===== src/rtl/if_fetch_stage_if.sv =====
// Fetch-stage bus: suspend/redirect control in, instruction ROM port, and the IF/ID presentation.
// master = fetch stage side, slave = pipeline/ROM environment side.
interface if_fetch_stage_if;
  logic        suspend;
  logic        redirect;
  logic [31:0] redirect_pc;
  logic        irom_en;
  logic [31:0] irom_addr;
  logic [31:0] irom_rdata;
  logic [31:0] if_inst;
  logic [31:0] if_pc;
  logic [31:0] if_pc4;
  logic        if_valid;
  logic        if_misalign;

  modport master (
    input  suspend, redirect, redirect_pc, irom_rdata,
    output irom_en, irom_addr, if_inst, if_pc, if_pc4, if_valid, if_misalign
  );

  modport slave (
    output suspend, redirect, redirect_pc, irom_rdata,
    input  irom_en, irom_addr, if_inst, if_pc, if_pc4, if_valid, if_misalign
  );
endinterface


===== src/rtl/if_fetch_stage.sv =====
// Instruction-fetch stage: PC, 1-cycle sync ROM request, 1-entry skid buffer, EX redirects.
// Define IF_MISALIGN_CHK_EN to flag misaligned redirect targets and substitute NOP_INST.
module if_fetch_stage #(
  parameter logic [31:0] RESET_PC = 32'h0000_0000,
  parameter logic [31:0] NOP_INST = 32'h0000_0013
) (
  input  logic                   cpu_clk,
  input  logic                   cpu_rst_n,
  if_fetch_stage_if.master       bus
);

  logic [31:0] pc_q;
  logic [31:0] resp_pc_q;
  logic        resp_vld_q;
  logic [31:0] skid_inst_q;
  logic [31:0] skid_pc_q;
  logic        skid_vld_q;

  logic        issue;
  logic        skid_load;
  logic        resp_mis;
  logic        skid_mis;

  // Suspend blocks issue, so at most one response is ever in flight and the skid cannot overflow.
  assign issue     = !bus.suspend && !bus.redirect;
  assign skid_load = resp_vld_q && bus.suspend && !skid_vld_q;

  always_ff @(posedge cpu_clk) begin
    if (!cpu_rst_n) begin
      pc_q        <= RESET_PC;
      resp_pc_q   <= '0;
      resp_vld_q  <= 1'b0;
      skid_inst_q <= '0;
      skid_pc_q   <= '0;
      skid_vld_q  <= 1'b0;
    end else if (bus.redirect) begin
      pc_q       <= {bus.redirect_pc[31:2], 2'b00};
      resp_vld_q <= 1'b0;
      skid_vld_q <= 1'b0;
    end else begin
      if (skid_load) begin
        skid_vld_q  <= 1'b1;
        skid_inst_q <= bus.irom_rdata;
        skid_pc_q   <= resp_pc_q;
      end else if (!bus.suspend) begin
        skid_vld_q <= 1'b0;
      end
      resp_vld_q <= issue;
      if (issue) begin
        resp_pc_q <= pc_q;
        pc_q      <= pc_q + 32'd4;
      end
    end
  end

`ifdef IF_MISALIGN_CHK_EN
  logic mis_pend_q;
  logic resp_mis_q;
  logic skid_mis_q;

  // The flag rides with the first fetch issued after a misaligned redirect.
  always_ff @(posedge cpu_clk) begin
    if (!cpu_rst_n) begin
      mis_pend_q <= 1'b0;
      resp_mis_q <= 1'b0;
      skid_mis_q <= 1'b0;
    end else if (bus.redirect) begin
      mis_pend_q <= |bus.redirect_pc[1:0];
    end else begin
      if (issue) begin
        resp_mis_q <= mis_pend_q;
        mis_pend_q <= 1'b0;
      end
      if (skid_load) begin
        skid_mis_q <= resp_mis_q;
      end
    end
  end

  assign resp_mis = resp_mis_q;
  assign skid_mis = skid_mis_q;
`else
  logic unused_redirect_lo;

  assign unused_redirect_lo = ^bus.redirect_pc[1:0];
  assign resp_mis           = 1'b0;
  assign skid_mis           = 1'b0;
`endif

  logic [31:0] sel_inst;
  logic [31:0] sel_pc;
  logic        sel_vld;
  logic        sel_mis;

  always_comb begin
    sel_inst = '0;
    sel_pc   = '0;
    sel_vld  = 1'b0;
    sel_mis  = 1'b0;
    if (skid_vld_q) begin
      sel_inst = skid_inst_q;
      sel_pc   = skid_pc_q;
      sel_vld  = 1'b1;
      sel_mis  = skid_mis;
    end else if (resp_vld_q) begin
      sel_inst = bus.irom_rdata;
      sel_pc   = resp_pc_q;
      sel_vld  = 1'b1;
      sel_mis  = resp_mis;
    end
  end

  assign bus.irom_en     = issue;
  assign bus.irom_addr   = pc_q;
  assign bus.if_valid    = sel_vld && !bus.redirect;
  assign bus.if_inst     = sel_mis ? NOP_INST : sel_inst;
  assign bus.if_pc       = sel_pc;
  assign bus.if_pc4      = sel_vld ? (sel_pc + 32'd4) : 32'd0;
  assign bus.if_misalign = sel_mis && !bus.redirect;

endmodule


===== src/flat_wrapper.sv =====
// flat-port wrapper written by rule: the top's interface ports become plain ports
module if_fetch_stage_flat 
#(
  parameter logic [31:0] RESET_PC = 32'h0000_0000,
  parameter logic [31:0] NOP_INST = 32'h0000_0013
)
  (cpu_clk, cpu_rst_n, bus_suspend, bus_redirect, bus_redirect_pc, bus_irom_rdata, bus_irom_en, bus_irom_addr, bus_if_inst, bus_if_pc, bus_if_pc4, bus_if_valid, bus_if_misalign);
  if_fetch_stage_if bus_i ();
  input  logic cpu_clk;
  input  logic cpu_rst_n;
  input wire logic [$bits(bus_i.suspend)-1:0] bus_suspend;
  input wire logic [$bits(bus_i.redirect)-1:0] bus_redirect;
  input wire logic [$bits(bus_i.redirect_pc)-1:0] bus_redirect_pc;
  input wire logic [$bits(bus_i.irom_rdata)-1:0] bus_irom_rdata;
  output wire logic [$bits(bus_i.irom_en)-1:0] bus_irom_en;
  output wire logic [$bits(bus_i.irom_addr)-1:0] bus_irom_addr;
  output wire logic [$bits(bus_i.if_inst)-1:0] bus_if_inst;
  output wire logic [$bits(bus_i.if_pc)-1:0] bus_if_pc;
  output wire logic [$bits(bus_i.if_pc4)-1:0] bus_if_pc4;
  output wire logic [$bits(bus_i.if_valid)-1:0] bus_if_valid;
  output wire logic [$bits(bus_i.if_misalign)-1:0] bus_if_misalign;
  assign bus_i.suspend = bus_suspend;
  assign bus_i.redirect = bus_redirect;
  assign bus_i.redirect_pc = bus_redirect_pc;
  assign bus_i.irom_rdata = bus_irom_rdata;
  assign bus_irom_en = bus_i.irom_en;
  assign bus_irom_addr = bus_i.irom_addr;
  assign bus_if_inst = bus_i.if_inst;
  assign bus_if_pc = bus_i.if_pc;
  assign bus_if_pc4 = bus_i.if_pc4;
  assign bus_if_valid = bus_i.if_valid;
  assign bus_if_misalign = bus_i.if_misalign;
  if_fetch_stage #(.RESET_PC(RESET_PC), .NOP_INST(NOP_INST)) u_core (.cpu_clk(cpu_clk), .cpu_rst_n(cpu_rst_n), .bus(bus_i));
endmodule

===== config.mk =====
export PLATFORM = sky130hd
export DESIGN_NAME = if_fetch_stage_flat
export DESIGN_NICKNAME = d
export VERILOG_FILES = /design/src/rtl/if_fetch_stage_if.sv /design/src/rtl/if_fetch_stage.sv /design/src/flat_wrapper.sv
export SDC_FILE = /design/constraint.sdc
export NUM_CORES = 1
export LEC_CHECK = 0
export BUFFER_PORTS_ARGS = -buffer_cell sky130_fd_sc_hd__buf_4
export CAP_MARGIN = 20
export CORE_ASPECT_RATIO = 2
export CORE_MARGIN = 2
export CORE_UTILIZATION = 57
export DETAILED_ROUTE_END_ITERATION = 16
export GPL_ROUTABILITY_DRIVEN = 0
export PLACE_DENSITY_LB_ADDON = 0.05
export REMOVE_ABC_BUFFERS = 1
export SYNTH_ARGS = -nofsm -noshare
export SYNTH_HDL_FRONTEND = slang
export SYNTH_SLANG_ARGS = --single-unit

===== constraint.sdc =====
create_clock -name cpu_clk -period 4.39 [get_ports cpu_clk]
set_input_delay 0.439 -clock cpu_clk [delete_from_list [all_inputs] [get_ports cpu_clk]]
set_output_delay 0.439 -clock cpu_clk [all_outputs]
set_load 0.03 [all_outputs]

# --- After elaboration in Yosys (flattened, before gate mapping) ---
# Index checks and enable logic that the tools add are counted.
classes:
  n_addsub: 2
  eq_ne: 1
  mul: 0
  order_cmp: 0
  bitwise_logic: 2
  n_shift: 0
  muxes: 11
  div_mod_pow: 0
  n_reduce_logical: 11
op_table:
  columns: ["op", "n"]
  rows:
  - ["32-bit two-way mux", 7]
  - ["32-bit by 3-bit adder with 32-bit output, second input constant", 2]
  - ["1-bit logical AND", 4]
  - ["1-bit two-way mux", 4]
  - ["2-bit AND reduction", 2]
  - ["1-bit zero test", 3]
  - ["2-bit by 1-bit inequality test with 1-bit output, second input constant", 1]
  - ["1-bit NOT", 2]
  - ["2-bit nonzero test", 1]
  - ["2-bit OR reduction", 1]
totals:
  ramBits: 0
  n_memories: 0
  register_bits: 130
  mem_bits_ro: 0
  in_bits: 68
  latchBits: 0

# --- Longest topological paths before layout ---
# Gate-level depths: netlist of the first run.
logic_depth:
  depth_word: 4
  mapped_depth: 12
  ltp_nobuf: 7

# --- Worst setup path after synthesis of the first run ---
# No wires, ideal clock.
synth_timing:
  kind: "reg2out"
  startpoint: "register u_core.resp_vld_q"
  endpoint: "output port bus_if_pc4[28]"
  t_arrival_ps: 3470
  setup_slack_ps: 481
  path_buffers: 3
  stages_incl_launch_ff: 11
  required_ps: 3951
  path_cell_list: "dfxtp_1 -> buf_4 -> buf_2 -> clkbuf_1 -> nand2_1 -> o21ai_0 -> ha_1 -> a21boi_2 -> nand4_4 -> nor4_2 -> xor2_1"
synth_between:
  elab_chain_cells: 4
  elab_cells_between_ends: 6
  cone_classes: "add/sub (1); mux (5)"
synth_lines:
  columns: ["item", "line", "rtl"]
  rows:
  - ["from (decl)", "if_fetch_stage.sv:14", "logic resp_vld_q;"]
  - ["from (signal assigned)", "if_fetch_stage.sv:48", "resp_vld_q <= issue;"]
  - ["32-bit two-way mux", "if_fetch_stage.sv:105", "end else if (resp_vld_q) begin"]
  - ["32-bit two-way mux", "if_fetch_stage.sv:100", "if (skid_vld_q) begin"]
  - ["via bus_if_pc[2]", "flat_wrapper.sv:18", "output wire logic [$bits(bus_i.if_pc)-1:0] bus_if_pc;"]
  - ["32-bit by 3-bit adder with 32-bit output", "if_fetch_stage.sv:118", "assign bus.if_pc4 = sel_vld ? (sel_pc + 32'd4) : 32'd0;"]
  - ["32-bit two-way mux", "if_fetch_stage.sv:118", null]
  - ["to (decl)", "flat_wrapper.sv:19", "output wire logic [$bits(bus_i.if_pc4)-1:0] bus_if_pc4;"]
# The timed path passes the listed nets, and every way through them passes these cells.

# --- Final worst setup path of the first run ---
layout_timing:
  startpoint: "register u_core.skid_vld_q"
  endpoint: "output port bus_if_pc4[25]"
layout_between:
  elab_chain_cells: 3
  elab_cells_between_ends: 4
  cone_classes: "add/sub (1); mux (3)"
layout_lines:
  columns: ["item", "line", "rtl"]
  rows:
  - ["from (decl)", "if_fetch_stage.sv:17", "logic skid_vld_q;"]
  - ["from (signal assigned)", "if_fetch_stage.sv:35", "skid_vld_q <= 1'b0;"]
  - ["from (signal assigned)", "if_fetch_stage.sv:39", "skid_vld_q <= 1'b0;"]
  - ["from (signal assigned)", "if_fetch_stage.sv:42", "skid_vld_q <= 1'b1;"]
  - ["32-bit two-way mux", "if_fetch_stage.sv:100", null]
  - ["32-bit by 3-bit adder with 32-bit output", "if_fetch_stage.sv:118", null]
  - ["32-bit two-way mux *", "if_fetch_stage.sv:118", null]
# Mark *: on every way between the ends. The rest lies on a longest branch, timed or not.

==> flow_metrics.env, run 1 <==
export IMPL_synth_xor_area_frac=0.0625
export IMPL_status="completed"
export IMPL_yosysWarnings=0
export IMPL_cts_setup_buffers=0
export IMPL_cts_clk_slew_worst_paths_ps=60
export IMPL_track_usage=0.275
export IMPL_setup_worst_path_end_class="output port"
export IMPL_hold_path_class="primary input to flip-flop"
export IMPL_synth_area_leaders="dfxtp_1, nand2_1, a21boi_0"
export IMPL_avgSynthCellArea_um2=7.33
export IMPL_path_cells="nand3_1, a22oi_2, nand4_1, nor3b_1, xnor2_1, buf_4"
export IMPL_cp_slowest_stage_delay_ps=870
export IMPL_antennaDiodeCount=0
export IMPL_worst_setup_path_type="flip-flop to output port"
export IMPL_critPathArrivalTime_ps=3160
export IMPL_postSynthCellCount=956
export IMPL_fin_nets=1167
export IMPL_synth_top_area_frac=0.354
export IMPL_die_area_mm2=0.0132
export IMPL_root_buffer="clkbuf_16"
export IMPL_holdWs_ps=251
export IMPL_grt_max_degree=125
export IMPL_cts_repair_resized=0
export IMPL_maxClockFrequency_ghz=0.278
export IMPL_p_leak_nw=3.49
export IMPL_relSlewSlack=0.282
export IMPL_hold_path_depth=2
export IMPL_synth_edf_count=0
export IMPL_grt_pass1_vias=6288
export IMPL_synthAdderAreaFrac=0.00357
export IMPL_cts_buffers_inserted=17
export IMPL_cts_tree="done"
export IMPL_core_mm2=0.0121
export IMPL_antenna_found_initial=0
export IMPL_io_pins=199
export IMPL_syn_area_mm2=0.00700
export IMPL_synthToLayoutAreaGrowth_pct=26.2
export IMPL_cap_violations=0
export IMPL_cts_sinks=124
export IMPL_seq_area_frac_synth=0.354
export IMPL_finClkSkew_ps=7.69
export IMPL_r2r_cells=6
export IMPL_drt_total_wl_um=18100
export IMPL_synth_seq_cells=124
export IMPL_post_place_ws_ps=1220
export IMPL_synth_main_ff_cell="dfxtp_1"
export IMPL_drtIter0Drc=431
export IMPL_fin_crit_ps=3590
export IMPL_p_total_w=0.00278
export IMPL_rsz0062_at_grt="no"
export IMPL_post_route_period_util=0.819
export IMPL_crit_required_ps=3950
export IMPL_die_y_um=161
export IMPL_synth_compound_gate_area_share=0.199
export IMPL_fin_util=0.733
export IMPL_worst_pin_slew_ps=1080
export IMPL_irDropWorstVdd_v=0.000271
export IMPL_synth_top_family_by_area="simple AND/OR/NAND/NOR gates"
export IMPL_synth_async_reset_ratio=0
export IMPL_avgViaCountPerCell=5.46
export IMPL_setup_violations_final=0
export IMPL_route_vias_total=6864
export IMPL_clockBufferDepth=2
export IMPL_cp_max_fo=100
export IMPL_start_kind="flip-flop"
export IMPL_critical_path_slowest_cell="dfxtp_4"
export IMPL_cts_max_level=4
export IMPL_grt_first_pass_wirelength_um=29100
export IMPL_grt_ovfl_total=0
export IMPL_yosys_area_share_simple=0.315
export IMPL_hold_viol=0
export IMPL_drtAntennaViolNets=0
export IMPL_p_per_area_mw_per_mm2=315
export IMPL_start_util=0.581
export IMPL_hpwl_um=12300
export IMPL_rows=57
export IMPL_synth_mux_area_frac=0.00143
export IMPL_drc_errors=0
export IMPL_yosys_area_top_type="dfxtp_1"
export IMPL_slew_violations=0
export IMPL_synth_cell_types=58
export IMPL_hold_buffers=0
export IMPL_drive_gt1_frac=0.223
export IMPL_wl_per_cell_um=14.4
export IMPL_fp_dieW_um=82.4
export IMPL_numPortBuffers=189
export IMPL_first_pass_iters=5
export IMPL_clock_latency_ps=410
export IMPL_worst_slack_ps=795
==> flip-flops by register name, indices dropped and copies added, names as in the netlist <==
signal / flops
u_core.skid_inst_q: 32
u_core.bus.irom_addr: 30
u_core.resp_pc_q: 30
u_core.skid_pc_q: 30
u_core.resp_vld_q: 1
u_core.skid_vld_q: 1
==> synthesized netlist by cell type (all sizes together), types with 5 or more instances <==
| master | number |
|---|---|
| a21boi | 94 |
| nand2 | 344 |
| nor2 | 14 |
| and3 | 5 |
| a21oi | 14 |
| dfxtp | 124 |
| and2 | 10 |
| xnor2 | 20 |
| o211a | 6 |
| nand3 | 43 |
| inv | 5 |
| clkbuf | 51 |
| a22oi | 7 |
| nand4b | 14 |
| buf | 27 |
| nor4 | 7 |
| xor2 | 30 |
| nand3b | 7 |
| nand4 | 12 |
| nor3 | 11 |
| o21ai | 83 |
==> worst max-delay path, delay by kind of cell (launching register included) <==
| family | cells | cell delay (ps) |
|---|---|---|
| AO/OA/AOI/OAI | 1 | 510 |
| AND/OR/NAND/NOR | 3 | 1000 |
| flip-flops | 1 | 870 |
| buffers and inverters | 1 | 180 |
| XOR/XNOR | 1 | 150 |
==> cell usage in the layout, fill, tap and decap left out, drive strengths merged, types with 2 or more instances in the layout <==
cell type	Yosys	final
a21boi	94	94
inv	5	7
and4	2	2
and2	10	10
and3	5	5
xnor2	20	20
dfxtp	124	124
o211a	6	6
nor4	7	7
xor2	30	30
nand2	344	344
ha	2	2
nor3	11	11
clkbuf	51	19
a22oi	7	7
nor2	14	14
nand4b	14	14
nand3	43	43
nand4	12	12
clkinv	0	9
conb	1	7
a211oi	2	2
or3	3	3
and4b	2	2
buf	27	195
a31oi	2	2
nand3b	7	7
nor3b	2	2
a21oi	14	14
o21ai	83	83
nor2b	2	2
==> path summary, 6_finish.rpt <==
check        slack, ps                    start                  endpoint
min reg2reg        460    u_core.skid_inst_q[3]     u_core.skid_inst_q[3]
max                800        u_core.skid_vld_q            bus_if_pc4[25]
min                250       bus_redirect_pc[7]   u_core.bus.irom_addr[7]
max reg2reg       2220  u_core.bus.irom_addr[2]  u_core.bus.irom_addr[20]
==> layer usage <==
| metal | routed length, um | global-route usage | vias to the layer above |
|---|---|---|---|
| met5 | 0 | 0 | - |
| met4 | 544 | 0.114 | 0 |
| met3 | 1040 | 0.0551 | 32 |
| met2 | 9360 | 0.479 | 239 |
| met1 | 7110 | 0.314 | 3114 |
| li1 | - | - | 3479 |
==> report_power, final <==
group	switching, W	leakage (nW)	internal (W)
Clock	0.000510	0.271	0.000781
Sequential	0.0000486	1.01	0.00116
Combinational	0.000166	2.21	0.000123
==> cell type report <==
type / count / area [um^2]
multi-input cells: 754 / 4120
fillers: 1051 / 3220
flip-flops and latches: 124 / 2490
repair buffers: 195 / 1480
clock buffers: 19 / 433
well taps: 147 / 184
clock inverters: 13 / 119
inverters: 5 / 18.8
==> metrics by stage <==
stage | cells | area [um^2] | TNS, ps
2_1_floorplan | 883 | 6600 | -139800
5_1_grt | 1257 | 8840 | 0
6_report | 1257 | 8840 | 0
3_5_place_dp | 1225 | 8280 | 0
3_3_place_gp | 1225 | 8280 | 0
4_1_cts | 1257 | 8840 | 0
==> cell families (layout without fill, tap and decap cells) <==
kind of cell / after synthesis / count (layout)
AO/OA/AOI/OAI: 212 / 212
XOR/XNOR: 50 / 50
adder cells (fa/ha/maj): 2 / 2
buffers and inverters: 84 / 232
flip-flops: 124 / 124
multiplexers: 1 / 1
other: 1 / 7
AND/OR/NAND/NOR: 482 / 482
Note: power is estimated with default switching activity, not from simulation.
==> inputs of run 2 (changes only) <==
- CORE_UTILIZATION: 57 -> 53
- clock period: 4.39 -> 3.5 ns (I/O delays scaled with it)
==> flow_metrics.env, run 2 (same netlist as run 1, synthesis figures left out) <==
export IMPL_final_cell_mix="nand2_1, buf_4, dfxtp_1"
export IMPL_r2r_cells=6
export IMPL_irDropWorstVdd_v=0.000389
export IMPL_cts_max_level=4
export IMPL_relSlewSlack=0.315
export IMPL_cap_violations=0
export IMPL_p_per_area_mw_per_mm2=412
export IMPL_cts_buffers_inserted=17
export IMPL_fillers=1221
export IMPL_worstSetupStartpoint="u_core.skid_vld_q"
export IMPL_avgViaCountPerCell=5.46
export IMPL_antennaDiodeCount=0
export IMPL_track_usage=0.257
export IMPL_core_mm2=0.0130
export IMPL_io_pins=199
export IMPL_hold_path_class="primary input to flip-flop"
export IMPL_cp_max_fo=60
export IMPL_fin_crit_ps=3230
export IMPL_antenna_found_initial=0
export IMPL_cts_setup_buffers=0
export IMPL_cts_sinks=124
export IMPL_maxClockFrequency_ghz=0.310
export IMPL_critical_path_slowest_cell="dfxtp_4"
export IMPL_start_util=0.539
export IMPL_final_common_cell="nand2_1"
export IMPL_hold_buffers=0
export IMPL_fin_nets=1174
export IMPL_wl_per_cell_um=14.5
export IMPL_final_cells=1269
export IMPL_r2r_slack_ps=1340
export IMPL_cts_clk_slew_worst_paths_ps=60
export IMPL_first_pass_iters=5
export IMPL_hpwl_um=12800
export IMPL_p_leak_nw=3.55
export IMPL_grt_first_pass_wirelength_um=30000
export IMPL_status="completed"
export IMPL_critPathArrivalTime_ps=2880
export IMPL_rows=59
export IMPL_fin_tns_setup_ps=0
export IMPL_drtAntennaViolNets=0
export IMPL_rsz0062_at_grt="no"
export IMPL_slew_violations=0
export IMPL_dp_cells=1237
export IMPL_numPortBuffers=189
export IMPL_synthToLayoutAreaGrowth_pct=27.7
export IMPL_r2r_end="u_core.bus.irom_addr[20]"
export IMPL_largest_reg_flops=32
export IMPL_holdWs_ps=150
export IMPL_cp_slowest_stage_delay_ps=690
export IMPL_drt_total_wl_um=18400
export IMPL_crit_required_ps=3150
export IMPL_cts_tree="done"
export IMPL_setup_violations_final=0
export IMPL_crit_top_cell="nand3_1"
export IMPL_drive_gt1_frac=0.229
export IMPL_timing_rr_start="u_core.bus.irom_addr[2]"
export IMPL_design_area_mm2=0.00894
export IMPL_die_area_mm2=0.0142
export IMPL_die_y_um=167
export IMPL_cts_repair_resized=0
export IMPL_finClkSkew_ps=11.1
export IMPL_drtIter0Drc=392
export IMPL_post_route_period_util=0.923
export IMPL_placed_area_mm2=0.00833
export IMPL_grt_ovfl_total=0
export IMPL_hold_viol=0
export IMPL_grt_pass1_vias=6312
export IMPL_root_buffer="clkbuf_16"
export IMPL_grt_max_degree=125
export IMPL_drc_errors=0
export IMPL_worst_pin_slew_ps=1030
export IMPL_crit_end="bus_if_pc4[29]"
export IMPL_fp_dieW_um=85.3
export IMPL_largest_register="u_core.skid_inst_q"
export IMPL_path_cells="nand3_1, a22oi_2, nand3_1, nor3_1, xor2_1, buf_4"
export IMPL_clock_latency_ps=420
export IMPL_worst_setup_path_type="flip-flop to output port"
export IMPL_start_kind="flip-flop"
export IMPL_setup_worst_path_end_class="output port"
export IMPL_clockBufferDepth=2
export IMPL_route_vias_total=6924
## run 2: changes by cell type in the layout (fill, tap and decap cells not counted), sizes merged
cell,before,now
bufinv,1,2
inv,7,12
clkinv,9,2
buf,195,202
clkinvlp,1,2
## run 2: metal layers
layer / vias up / share of wire / track usage
met4: 0 / 0.038 / 0.132
met3: 43 / 0.050 / 0.0401
met2: 224 / 0.53 / 0.459
met1: 3162 / 0.38 / 0.286
met5: - / 0 / 0
li1: 3495 / - / -
## run 2: worst max-delay path: cells and delay by family (launching register included)
kind            cells  cell delay (ps)
xor+xnor            1              190
simple gates        3             1000
flops               1              690
compound gates      1              370
buf+inv             1              180
## run 2: power breakdown
| part | internal (W) | switching [W] | total (W) |
|---|---|---|---|
| registers | 0.00145 | 0.0000595 | 0.00151 |
| clock network | 0.00113 | 0.000691 | 0.00182 |
| logic | 0.000155 | 0.000209 | 0.000363 |
| total | 0.00273 | 0.000960 | 0.00369 |
## run 2: layout make-up
cell class / count / area (um^2) / share of cell area
inverters: 5 / 18.8 / 0.00210
repair buffers: 202 / 1520 / 0.170
flip-flops and latches: 124 / 2490 / 0.278
multi-input cells: 754 / 4120 / 0.460
clock buffers: 19 / 464 / 0.0519
clock inverters: 13 / 150 / 0.0168
well taps: 152 / 190 / 0.0213
## run 2: how the worst min path moves through the flow
stage                      startpoint                       to  slack, ps  cells past startpoint
6_report           bus_redirect_pc[8]  u_core.bus.irom_addr[8]        150                      2
5_1_grt            bus_redirect_pc[9]  u_core.bus.irom_addr[9]        140                      2
4_1_cts            bus_redirect_pc[9]  u_core.bus.irom_addr[9]        140                      2
3_5_place_dp   u_core.skid_inst_q[15]   u_core.skid_inst_q[15]        460                      2
3_3_place_gp     u_core.skid_pc_q[29]     u_core.skid_pc_q[29]        450                      2
2_1_floorplan   u_core.skid_inst_q[0]    u_core.skid_inst_q[0]        440                      2
## run 2: through the flow
stage                      util  setup WS (ps)  total power (W)
after detailed placement  0.641            712          0.00190
after global placement    0.641            772          0.00190
after global routing      0.688           30.2          0.00382
after floorplan               -          -2890          0.00172
after CTS                 0.688            263          0.00372
final                     0.688            271          0.00369
==> inputs of run 3 (changes only) <==
- REMOVE_ABC_BUFFERS: 1 -> default
==> flow_metrics.env, run 3 (same netlist as run 1, synthesis figures left out) <==
export IMPL_status="completed"
export IMPL_path_cells="buf_4, nand3b_1, a22oi_2, nand3_1, nor3_1, xor2_1, buf_4"
export IMPL_p_total_w=0.00375
export IMPL_rsz0062_at_grt="no"
export IMPL_first_pass_iters=4
export IMPL_rows=59
export IMPL_cts_repair_resized=0
export IMPL_drtAntennaViolNets=0
export IMPL_critical_path_slowest_cell="dfxtp_2"
export IMPL_p_sw_frac=0.252
export IMPL_crit_required_ps=3150
export IMPL_antennaDiodeCount=0
export IMPL_cap_violations=0
export IMPL_post_place_ws_ps=723
export IMPL_slew_violations=0
export IMPL_p_sw_w=0.000946
export IMPL_fin_util=0.691
export IMPL_hold_path_depth=2
export IMPL_fin_tns_setup_ps=0
export IMPL_worst_setup_path_type="flip-flop to output port"
export IMPL_largest_register="u_core.skid_inst_q"
export IMPL_final_common_cell="nand2_1"
export IMPL_cp_max_fo=35
export IMPL_clock_latency_ps=420
export IMPL_start_kind="flip-flop"
export IMPL_hold_viol=0
export IMPL_p_int_w=0.00280
export IMPL_start_util=0.539
export IMPL_cp_slowest_stage_delay_ps=500
export IMPL_die_y_um=167
export IMPL_avgViaCountPerCell=5.35
export IMPL_irDropWorstVdd_v=0.000404
export IMPL_final_cell_mix="nand2_1, buf_4, dfxtp_1"
export IMPL_r2r_slack_ps=1280
export IMPL_holdWs_ps=152
export IMPL_worst_pin_slew_ps=882
export IMPL_fp_dieW_um=85.3
export IMPL_seqPwrFrac=0.403
export IMPL_wl_per_cell_um=14.7
export IMPL_r2r_cells=6
export IMPL_die_area_mm2=0.0142
export IMPL_relSlewSlack=0.412
export IMPL_fin_nets=1176
export IMPL_hold_buffers=0
export IMPL_io_pins=199
export IMPL_numPortBuffers=189
export IMPL_largest_reg_flops=32
export IMPL_core_mm2=0.0130
export IMPL_setup_violations_final=0
export IMPL_maxClockFrequency_ghz=0.311
export IMPL_route_vias_total=6797
export IMPL_cts_max_level=4
export IMPL_cts_tree="done"
export IMPL_drc_errors=0
export IMPL_fin_crit_ps=3220
export IMPL_drive_gt1_frac=0.230
export IMPL_p_comb_frac=0.098
export IMPL_grt_first_pass_wirelength_um=30200
export IMPL_grt_max_degree=105
export IMPL_drtIter0Drc=346
export IMPL_crit_top_cell="buf_4"
export IMPL_cts_clk_slew_worst_paths_ps=60
export IMPL_p_per_area_mw_per_mm2=418
export IMPL_grt_pass1_vias=6080
export IMPL_drt_total_wl_um=18700
export IMPL_critPathArrivalTime_ps=2870
export IMPL_synthToLayoutAreaGrowth_pct=28.2
export IMPL_grt_ovfl_total=0
export IMPL_hold_path_class="primary input to flip-flop"
export IMPL_post_route_period_util=0.920
export IMPL_cts_buffers_inserted=17
export IMPL_finClkSkew_ps=7.86
export IMPL_track_usage=0.259
export IMPL_p_leak_nw=3.56
export IMPL_cts_setup_buffers=0
export IMPL_hpwl_um=13300
export IMPL_setup_worst_path_end_class="output port"
export IMPL_root_buffer="clkbuf_16"
export IMPL_antenna_found_initial=0
export IMPL_worst_slack_ps=280
export IMPL_clockBufferDepth=2
export IMPL_clkPwrFrac=0.499
export IMPL_cts_sinks=124
[run 3: changes by cell type in the layout (fill, tap and decap cells not counted), moves of 2 or more]
cell       before  now
clkinv_4        1    3
bufinv_16       2    4
inv_6           7    3
clkbuf_1        0    2
[run 3: cell type report]
type / count / area, um^2
multi-input cells: 754 / 4120
fillers: 1167 / 4020
flip-flops and latches: 124 / 2490
repair buffers: 204 / 1540
clock buffers: 19 / 433
clock inverters: 13 / 190
well taps: 152 / 190
inverters: 5 / 18.8
[run 3: per-stage QoR]
stage,instances,instance area [um^2]
3_5_place_dp,1239,8350
6_report,1271,8980
3_3_place_gp,1239,8350
5_1_grt,1271,8980
4_1_cts,1271,8970
2_1_floorplan,962,7030
[run 3: critical path: cells and delay by family (launching register included)]
family / cells / cell delay, ps
AND/OR/NAND/NOR: 3 / 930
AO/OA/AOI/OAI: 1 / 260
flip-flops: 1 / 500
XOR/XNOR: 1 / 170
buffers and inverters: 2 / 590
[run 3: final timing paths]
check	endpoint	from
max reg2reg	u_core.bus.irom_addr[20]	u_core.bus.irom_addr[2]
min	u_core.bus.irom_addr[10]	bus_redirect_pc[10]
max	bus_if_pc4[27]	u_core.resp_vld_q
min reg2reg	u_core.skid_inst_q[8]	u_core.skid_inst_q[8]
[run 3: routing by layer]
layer / track usage / share of wire / routed length, um
met5: 0 / 0 / 0
met1: 0.300 / 0.41 / 7690
met2: 0.468 / 0.52 / 9730
met3: 0.0446 / 0.044 / 818
met4: 0.0911 / 0.024 / 441
[run 3: power groups by stage]
stage	registers (W)	logic [W]	clock network (W)
after floorplan	0.00156	0.000197	0
after global placement	0.00154	0.000366	0
after detailed placement	0.00154	0.000368	0
after CTS	0.00151	0.000369	0.00189
after global routing	0.00152	0.000397	0.00195
final	0.00151	0.000367	0.00187
